`config.mk`:
```
export PLATFORM = sky130hd
export DESIGN_NAME = ow_slave_core
export DESIGN_NICKNAME = d
export VERILOG_FILES = /design/src/rtl/ow_slave_pkg.sv /design/src/rtl/ow_slot_engine.sv /design/src/rtl/ow_slave_core.sv
export SDC_FILE = /design/constraint.sdc
export NUM_CORES = 1
export LEC_CHECK = 0
export BUFFER_PORTS_ARGS = -buffer_cell sky130_fd_sc_hd__buf_2
export CORE_AREA = 10 10 116 118
export DETAILED_ROUTE_END_ITERATION = 10
export DIE_AREA = 0 0 126 128
export PLACE_DENSITY_LB_ADDON = 0.15
export SLEW_MARGIN = 20
export SYNTH_ARGS = -nofsm -noshare
export SYNTH_HDL_FRONTEND = slang
export SYNTH_SLANG_ARGS = --single-unit
```
`constraint.sdc`:
```
create_clock -name CLK_IOX -period 3.2 [get_ports CLK_IOX]
set_clock_uncertainty 0.2 [all_clocks]
set_input_delay 0 -clock CLK_IOX [delete_from_list [all_inputs] [get_ports CLK_IOX]]
set_output_delay 0 -clock CLK_IOX [all_outputs]
set_load 0.05 [all_outputs]
```
`src/rtl/ow_slave_pkg.sv`:
```
// Shared types and constants for the 1-Wire slave: FSM states, ROM opcodes,
// microsecond timing constants and the cycle-conversion helper.
package ow_slave_pkg;
  localparam int TW = 16;

  typedef enum logic [3:0] {
    S_IDLE, S_PRES_WAIT, S_PRES, S_ROM_CMD, S_READ_ROM,
    S_MATCH_ROM, S_SEARCH, S_FUNC, S_WAIT_RST
  } state_t;

  localparam logic [7:0] OP_READ_ROM   = 8'h33;
  localparam logic [7:0] OP_MATCH_ROM  = 8'h55;
  localparam logic [7:0] OP_SKIP_ROM   = 8'hCC;
  localparam logic [7:0] OP_SEARCH_ROM = 8'hF0;
  localparam logic [7:0] OP_OD_SKIP    = 8'h3C;
  localparam logic [7:0] OP_OD_MATCH   = 8'h69;

  localparam int STD_PRES_WAIT_US = 20;
  localparam int STD_PRES_US      = 120;
  localparam int OD_RST_US        = 48;
  localparam int OD_PRES_WAIT_US  = 2;
  localparam int OD_PRES_US       = 10;
  localparam int OD_SAMPLE_US     = 3;
  localparam int OD_HOLD_US       = 3;

  // Clamped to [1, 2**TW-1] so a timer compare can never be unreachable.
  function automatic logic [TW-1:0] us2cyc(input int clks, input int us);
    int p;
    p = clks * us;
    if (p > (2**TW) - 1) p = (2**TW) - 1;
    if (p < 1) p = 1;
    return p[TW-1:0];
  endfunction
endpackage

```
`src/rtl/ow_slot_engine.sv`:
```
// Line front end: 2-flop synchroniser, falling-edge detect, reset-length and
// slot timers, write-slot sampling and read-slot pull-down. Overdrive timings
// exist only with OW_SLAVE_OVERDRIVE_EN.
module ow_slot_engine import ow_slave_pkg::*; #(
  parameter int CLKS_PER_US = 8,
  parameter int RST_MIN_US  = 480,
  parameter int SAMPLE_US   = 30,
  parameter int HOLD_US     = 30
) (
  input  logic clk,
  input  logic rst,
  input  logic i_io,
  input  logic i_od,
  input  logic i_slot_is_read,
  input  logic i_tx_bit,
  output logic o_pd,
  output logic o_start,
  output logic o_bit_valid,
  output logic o_bit_in,
  output logic o_rst_arm,
  output logic o_rst_long,
  output logic o_rst_seen
);
  localparam logic [TW-1:0] T_RST_STD = us2cyc(CLKS_PER_US, RST_MIN_US);
  localparam logic [TW-1:0] T_SMP_STD = us2cyc(CLKS_PER_US, SAMPLE_US);
  localparam logic [TW-1:0] T_HLD_STD = us2cyc(CLKS_PER_US, HOLD_US);
`ifdef OW_SLAVE_OVERDRIVE_EN
  localparam logic [TW-1:0] T_RST_OD = us2cyc(CLKS_PER_US, OD_RST_US);
  localparam logic [TW-1:0] T_SMP_OD = us2cyc(CLKS_PER_US, OD_SAMPLE_US);
  localparam logic [TW-1:0] T_HLD_OD = us2cyc(CLKS_PER_US, OD_HOLD_US);
`else
  localparam logic [TW-1:0] T_RST_OD = T_RST_STD;
  localparam logic [TW-1:0] T_SMP_OD = T_SMP_STD;
  localparam logic [TW-1:0] T_HLD_OD = T_HLD_STD;
`endif

  logic [1:0]    r_sync;
  logic          r_line_d, r_busy, r_rd, r_pd, r_bv, r_bit, r_seen;
  logic [TW-1:0] r_low, r_tim;
  logic          w_line, w_fall, w_rise, w_end;
  logic [TW-1:0] w_t_rst, w_t_smp, w_t_hld;

  assign w_t_rst = i_od ? T_RST_OD : T_RST_STD;
  assign w_t_smp = i_od ? T_SMP_OD : T_SMP_STD;
  assign w_t_hld = i_od ? T_HLD_OD : T_HLD_STD;

  assign w_line     = r_sync[1];
  assign w_fall     = r_line_d & ~w_line;
  assign w_rise     = ~r_line_d & w_line;
  assign o_rst_arm  = (r_low >= w_t_rst);
  assign o_rst_long = (r_low >= T_RST_STD);
  assign w_end      = (r_tim >= (r_rd ? w_t_hld : w_t_smp));
  // Edges during a running slot or a reset-length low are not new slots.
  assign o_start    = w_fall & ~r_busy & ~o_rst_arm;

  assign o_pd        = r_pd;
  assign o_bit_valid = r_bv;
  assign o_bit_in    = r_bit;
  assign o_rst_seen  = r_seen;

  always_ff @(posedge clk) begin
    if (rst) begin
      r_sync   <= 2'b11;
      r_line_d <= 1'b1;
      r_low    <= '0;
      r_tim    <= '0;
      r_busy   <= 1'b0;
      r_rd     <= 1'b0;
      r_pd     <= 1'b0;
      r_bv     <= 1'b0;
      r_bit    <= 1'b0;
      r_seen   <= 1'b0;
    end else begin
      r_sync   <= {r_sync[0], i_io};
      r_line_d <= w_line;
      r_low    <= w_line ? '0 : ((r_low == '1) ? r_low : r_low + 1'b1);
      r_seen   <= w_rise & o_rst_arm;
      r_bv     <= 1'b0;
      if (o_rst_arm) begin
        r_busy <= 1'b0;
        r_pd   <= 1'b0;
      end else if (r_busy) begin
        if (w_end) begin
          r_busy <= 1'b0;
          r_pd   <= 1'b0;
          r_bv   <= 1'b1;
          r_bit  <= w_line;
        end else begin
          r_tim <= r_tim + 1'b1;
        end
      end else if (o_start) begin
        r_busy <= 1'b1;
        r_tim  <= {{(TW-1){1'b0}}, 1'b1};
        r_rd   <= i_slot_is_read;
        r_pd   <= i_slot_is_read & ~i_tx_bit;
      end
    end
  end
endmodule

```
`src/rtl/ow_slave_core.sv`:
```
// 1-Wire slave: presence, ROM function layer and byte-wide function port.
// OW_SLAVE_OVERDRIVE_EN adds Overdrive Skip/Match and overdrive timing.
module ow_slave_core import ow_slave_pkg::*; #(
  parameter int CLKS_PER_US = 8,
  parameter int RST_MIN_US  = 480,
  parameter int SAMPLE_US   = 30,
  parameter int HOLD_US     = 30
) (
  input  logic        CLK_IOX,
  input  logic        IOX_RST,
  input  logic        IO_BUF,
  output logic        IO_PD,
  input  logic [63:0] P_ROMID,
  output logic [7:0]  FN_RXDATA,
  output logic        FN_RXVALID,
  input  logic        FN_TXREQ,
  input  logic [7:0]  FN_TXDATA,
  output logic        FN_TXACK,
  output logic        SELECTED,
  output logic        RESET_DET,
  output logic        OD_MODE
);
  localparam logic [TW-1:0] T_PW_STD = us2cyc(CLKS_PER_US, STD_PRES_WAIT_US);
  localparam logic [TW-1:0] T_PR_STD = us2cyc(CLKS_PER_US, STD_PRES_US);
`ifdef OW_SLAVE_OVERDRIVE_EN
  localparam logic [TW-1:0] T_PW_OD = us2cyc(CLKS_PER_US, OD_PRES_WAIT_US);
  localparam logic [TW-1:0] T_PR_OD = us2cyc(CLKS_PER_US, OD_PRES_US);
`endif

  state_t        r_state, w_next;
  logic [5:0]    r_idx;
  logic [1:0]    r_sub;
  logic [2:0]    r_fcnt;
  logic [TW-1:0] r_tim;
  logic [7:0]    r_cmd, r_rx, r_tx, r_rxd;
  logic          r_tx_act, r_pres_pd, r_sel, r_rxv, r_ack;
  logic          w_od, w_slot_pd, w_start, w_bv, w_bit_in;
  logic          w_rst_arm, w_rst_long, w_rst_seen;
  logic          w_rd, w_txb, w_rom_bit, w_last, w_tdone;
  logic [7:0]    w_byte, w_rxb;
  logic [TW-1:0] w_tlim;

  ow_slot_engine #(
    .CLKS_PER_US(CLKS_PER_US), .RST_MIN_US(RST_MIN_US),
    .SAMPLE_US(SAMPLE_US), .HOLD_US(HOLD_US)
  ) u_slot (
    .clk(CLK_IOX), .rst(IOX_RST), .i_io(IO_BUF), .i_od(w_od),
    .i_slot_is_read(w_rd), .i_tx_bit(w_txb), .o_pd(w_slot_pd),
    .o_start(w_start), .o_bit_valid(w_bv), .o_bit_in(w_bit_in),
    .o_rst_arm(w_rst_arm), .o_rst_long(w_rst_long), .o_rst_seen(w_rst_seen)
  );

  assign w_rom_bit = P_ROMID[r_idx];
  assign w_last    = (r_idx == 6'd63);
  assign w_byte    = {w_bit_in, r_cmd[7:1]};
  assign w_rxb     = {w_bit_in, r_rx[7:1]};
  assign w_tdone   = (r_tim >= w_tlim);

`ifdef OW_SLAVE_OVERDRIVE_EN
  logic r_od;
  assign w_tlim = (r_state == S_PRES_WAIT) ? (r_od ? T_PW_OD : T_PW_STD)
                                           : (r_od ? T_PR_OD : T_PR_STD);
  // A standard-length low ends overdrive even before the line rises.
  always_ff @(posedge CLK_IOX) begin
    if (IOX_RST) r_od <= 1'b0;
    else if (w_rst_long) r_od <= 1'b0;
    else if (r_state == S_ROM_CMD && w_bv && r_idx == 6'd7 &&
             (w_byte == OP_OD_SKIP || w_byte == OP_OD_MATCH)) r_od <= 1'b1;
  end
  assign w_od = r_od;
`else
  assign w_tlim = (r_state == S_PRES_WAIT) ? T_PW_STD : T_PR_STD;
  assign w_od   = 1'b0;
`endif

  always_ff @(posedge CLK_IOX) begin
    if (IOX_RST) r_state <= S_IDLE;
    else         r_state <= w_next;
  end

  always_comb begin
    w_next = r_state;
    if (w_rst_seen) w_next = S_PRES_WAIT;
    else begin
      case (r_state)
        S_PRES_WAIT: if (w_tdone) w_next = S_PRES;
        S_PRES:      if (w_tdone) w_next = S_ROM_CMD;
        S_ROM_CMD:
          if (w_bv && r_idx == 6'd7) begin
            case (w_byte)
              OP_READ_ROM:   w_next = S_READ_ROM;
              OP_MATCH_ROM:  w_next = S_MATCH_ROM;
              OP_SKIP_ROM:   w_next = S_FUNC;
              OP_SEARCH_ROM: w_next = S_SEARCH;
`ifdef OW_SLAVE_OVERDRIVE_EN
              OP_OD_SKIP:    w_next = S_FUNC;
              OP_OD_MATCH:   w_next = S_MATCH_ROM;
`endif
              default:       w_next = S_WAIT_RST;
            endcase
          end
        S_READ_ROM: if (w_bv && w_last) w_next = S_FUNC;
        S_MATCH_ROM, S_SEARCH:
          if (w_bv && (r_state == S_MATCH_ROM || r_sub == 2'd2)) begin
            if (w_bit_in != w_rom_bit) w_next = S_WAIT_RST;
            else if (w_last)           w_next = S_FUNC;
          end
        default: ;
      endcase
    end
  end

  // Slot type and bit to drive; the engine latches these at the falling edge.
  always_comb begin
    w_rd  = 1'b0;
    w_txb = 1'b1;
    case (r_state)
      S_READ_ROM: begin w_rd = 1'b1; w_txb = w_rom_bit; end
      S_SEARCH:
        if (r_sub != 2'd2) begin w_rd = 1'b1; w_txb = w_rom_bit ^ r_sub[0]; end
      S_FUNC:
        if (r_fcnt == 3'd0 && !r_tx_act) begin w_rd = FN_TXREQ; w_txb = FN_TXDATA[0]; end
        else begin w_rd = r_tx_act; w_txb = r_tx[0]; end
      default: ;
    endcase
  end

  always_ff @(posedge CLK_IOX) begin
    if (IOX_RST) begin
      r_idx <= '0; r_sub <= '0; r_fcnt <= '0; r_tim <= '0;
      r_cmd <= '0; r_rx <= '0; r_tx <= '0; r_rxd <= '0;
      r_tx_act <= 1'b0; r_pres_pd <= 1'b0; r_sel <= 1'b0;
      r_rxv <= 1'b0; r_ack <= 1'b0;
    end else begin
      r_rxv     <= 1'b0;
      r_ack     <= 1'b0;
      r_sel     <= (w_next == S_FUNC);
      r_pres_pd <= (w_next == S_PRES) & ~(w_rst_arm | w_rst_long);
      if (w_next != r_state) begin
        r_tim <= {{(TW-1){1'b0}}, 1'b1};
        r_idx <= '0; r_sub <= '0; r_fcnt <= '0; r_tx_act <= 1'b0;
      end else begin
        if (r_tim != '1) r_tim <= r_tim + 1'b1;
        if (w_start && r_state == S_FUNC && r_fcnt == 3'd0 && !r_tx_act) begin
          r_tx_act <= FN_TXREQ;
          r_tx     <= FN_TXDATA;
        end
        if (w_bv) begin
          case (r_state)
            S_ROM_CMD: begin r_cmd <= w_byte; r_idx <= r_idx + 6'd1; end
            S_READ_ROM, S_MATCH_ROM: r_idx <= r_idx + 6'd1;
            S_SEARCH:
              if (r_sub == 2'd2) begin r_sub <= '0; r_idx <= r_idx + 6'd1; end
              else r_sub <= r_sub + 2'd1;
            S_FUNC: begin
              r_fcnt <= r_fcnt + 3'd1;
              if (r_tx_act) begin
                r_tx <= {1'b0, r_tx[7:1]};
                if (r_fcnt == 3'd7) begin r_ack <= 1'b1; r_tx_act <= 1'b0; end
              end else begin
                r_rx <= w_rxb;
                if (r_fcnt == 3'd7) begin r_rxd <= w_rxb; r_rxv <= 1'b1; end
              end
            end
            default: ;
          endcase
        end
      end
    end
  end

  assign IO_PD      = w_slot_pd | r_pres_pd;
  assign FN_RXDATA  = r_rxd;
  assign FN_RXVALID = r_rxv;
  assign FN_TXACK   = r_ack;
  assign SELECTED   = r_sel;
  assign RESET_DET  = w_rst_seen;
  assign OD_MODE    = w_od;
endmodule
```
==> results by group <==
STA
  • Fmax: 320 MHz
  • Worst Tran Pin Value: 0.783 ns
  • Fin worst setup slack: 0.0786 ns
  • Final setup violation count: 0
  • Worst hold margin: 0.215 ns
  • Unrepaired setup endpoints after global routing: yes
  • Final hold violation count: 0
  • Slew Limit Fails: 0
  • Crit path time final: 3.12 ns
  • Slew HR: 47.7%
  • Final Cycle Share: 97.5%

Finish
  • Synth-to-layout area growth: 21.3%
  • Final net count: 858
  • Antenna diodes: 0
  • Share of cells above drive strength 1: 21.2%
  • Fillcell total: 989
  • Finished Core Util: 61.4%

Global route
  • Congestion Overflow GR: 0
  • Initial antenna violation count: 0
  • Vias in the first global route: 4,958
  • Global-route wire length before repair: 23,200 um
  • Largest net degree at the start of global routing: 28
  • Tot GR Track Use: 16.7%

Run
  • Max_cap viols: 0

Floorplanning
  • Core Area: 11,200 sq um
  • Boundary pin count: 90
  • Initial Utilization: 50.6%
  • Die Span X: 126 um
  • Die Area: 16,100 sq um
  • Row count: 39
  • Die Height: 128 um

Logic synthesis
  • Largest cells by area after synthesis: dfxtp_1 (37%), mux2i_1 (8.1%), nor2_1 (7.5%), mux4_2 (3.6%), xor2_1 (3.4%)
  • Syn nets: 755
  • Library cells used by synthesis: 60
  • Mapped Area: 5680 sq um
  • Post-synth top area cell: dfxtp_1
  • Register area share after synthesis: 37.4%
  • Syn avg cell area: 8.54 sq um
  • Fraction of registers with async set/reset: 0%
  • Synth top cells by count: nor2_1 (114), dfxtp_1 (106), mux2i_1 (46), nand2_1 (42), nand3_1 (31)
  • Post-synth EDFFs: 0
  • Warnings, synthesis: 0
  • Post-synthesis register bit count: 106
  • Yosys top cell area share: 37.4%
  • Top_reg_cell synth: dfxtp_1
  • Cells after Synth: 665
  • Most common cell in the netlist: nor2_1

Worst setup path
  • R2r worst-path depth: 14
  • Critical Path RT: 3.29 ns
  • CP Data Arrival Time: 3.21 ns
  • Crit path kind: flip-flop to flip-flop
  • Crit end category: flip-flop
  • CP Launch Type: flip-flop
  • Reg2reg end: r_tim[10]$_SDFFE_PP0P_
  • Launching point of the worst reg2reg path: r_state[1]$_SDFF_PP0_
  • R2r setup slk: 0.08 ns
  • Crit Path Max Fanout: 10

Route
  • Total Wirelength: 14,000 um
  • Vias: 5,174
  • Post-route DRC: 0
  • WL/cell: 15.3 um
  • DR vias/cell: 5.65
  • Pre-antenna DRT Iters: 5
  • Initial drt markers: 243
  • DRT antenna net count: 0

Worst hold path
  • WHS Endpoint: u_slot.r_sync[1]$_SDFF_PP1_
  • Hold Path Stages: 1
  • Tightest Hold Check Type: flip-flop to flip-flop
  • Hold path startpoint: u_slot.r_sync[0]$_SDFF_PP1_

Clock tree
  • Clk sinks: 106
  • CTS tree: built
  • CTS buffer count: 9
  • Clock slew seen by the registers of the worst setup and hold paths: 0.07 ns
  • Clock Latency Late Sink: 0.36 ns
  • Max H-tree Level: 3
  • CTS max path bufs: 2
  • Clk root buf: clkbuf_16

Outcome
  • Outcome: completed

Pwr
  • Pleak: 2.76 nW
  • Pwr dens: 381 nW/um^2
  • VDD IR max: 448 uV

Place
  • PortBufs: 88
  • Pre-CTS setup slack: 0.0186 ns
  • Routability cong.: 0.940
  • Post-DP HPWL: 10,100 um
-- sequential cells by signal, summed over array words and instances, names as in the netlist, 3 cells and up --
name,flops
FN_RXDATA,8
r_cmd,7
r_fcnt,3
r_idx,6
r_rx,7
r_state,4
r_tim,16
r_tx,8
u_slot.r_low,16
u_slot.r_tim,16
-- kinds of logic (layout without fill, tap and decap cells) --
kind of cell | count (synthesis) | count (layout) | synth area share [%]
flip-flops | 106 | 106 | 37.4
AO/OA/AOI/OAI | 100 | 100 | 11.6
multiplexers | 56 | 56 | 11.9
buffers and inverters | 58 | 166 | 4.78
other | 1 | 1 | 0.0660
AND/OR/NAND/NOR | 295 | 295 | 25.8
adder cells (fa/ha/maj) | 14 | 14 | 3.08
XOR/XNOR | 35 | 35 | 5.40
-- cell usage in the layout (no fill, tap or decap), types with 18 or more instances in the layout --
cell type and count:
a21oi_1 24, buf_2 88, buf_4 23, dfxtp_1 104
inv_1 22, mux2i_1 45, nand2_1 41, nand3_1 31
nor2_1 112, nor3_1 18, xor2_1 22
-- worst max-delay path by stage --
stage,start,endpoint,slack [ns],cells after the start
3_5_place_dp,r_state[3]$_SDFF_PP0_,r_tim[14]$_SDFFE_PP0P_,0.02,13
4_1_cts,r_state[3]$_SDFF_PP0_,r_tim[15]$_SDFFE_PP0P_,0.004,13
6_report,r_state[1]$_SDFF_PP0_,r_tim[10]$_SDFFE_PP0P_,0.08,14
2_1_floorplan,r_state[1]$_SDFF_PP0_,r_tx_act$_SDFF_PP0_,0.03,15
3_3_place_gp,r_state[3]$_SDFF_PP0_,r_tim[15]$_SDFFE_PP0P_,0.13,13
5_1_grt,r_state[1]$_SDFF_PP0_,r_sub[0]$_SDFFE_PP0P_,-0.11,14
-- critical path, stage by stage, from the launching register on --
cell      delay [ns]
dfxtp_2         0.34
nor2_4          0.13
nand2_2         0.09
nor2_4          0.20
ha_4            0.24
and4b_1         0.21
a221oi_2        0.27
nor2_1          0.07
a221o_1         0.39
a21oi_4         0.16
o211a_1         0.19
nand4_1         0.14
buf_4           0.19
buf_4           0.17
nor2_1          0.10
-- repair_timing --
action | in CTS | in global routing
endpoints found under the hold margin | 25 | 0
gates resized for setup | 0 | 18
setup endpoints to repair | 0 | 38
hold buffers | 12 | 0
buffers inserted | 0 | 6
-- through the flow --
step / cells / setup TNS, ns / total power (W) / area [sq um]
floorplan: 665 / 0 / 0.00143 / 5700
global placement: 880 / 0 / 0.00149 / 6300
detailed placement: 880 / 0 / 0.00149 / 6300
CTS: 908 / 0 / 0.00265 / 6740
global route: 916 / -1.98 / 0.00272 / 6890
finish: 916 / 0 / 0.00263 / 6890
-- layout make-up --
class	instances	area (sq um)	area share [%]
timing repair buffer	128	821	11.9
sequential	106	2120	30.9
tap	143	179	2.60
inverter	22	82.6	1.20
clock buffer	10	239	3.47
multi-input combinational	501	3370	48.9
clock inverter	6	73.8	1.07
-- metal layers --
layer  vias up  global-route usage [%]  part of all wire [%]
li1       2574                       -                     -
met1      2458                    19.7                    45
met2       118                    28.8                    49
met3        24                    3.23                   4.2
met4         0                    6.97                   2.2
met5         -                       0                     0
-- power by group --
part | internal [W] | switching, W | leakage, nW
Clock | 0.000639 | 0.000512 | 0.153
Combinational | 0.0000752 | 0.0000652 | 1.75
Sequential | 0.00133 | 0.00000907 | 0.856
No activity file was read; power rests on OpenSTA's default activity.
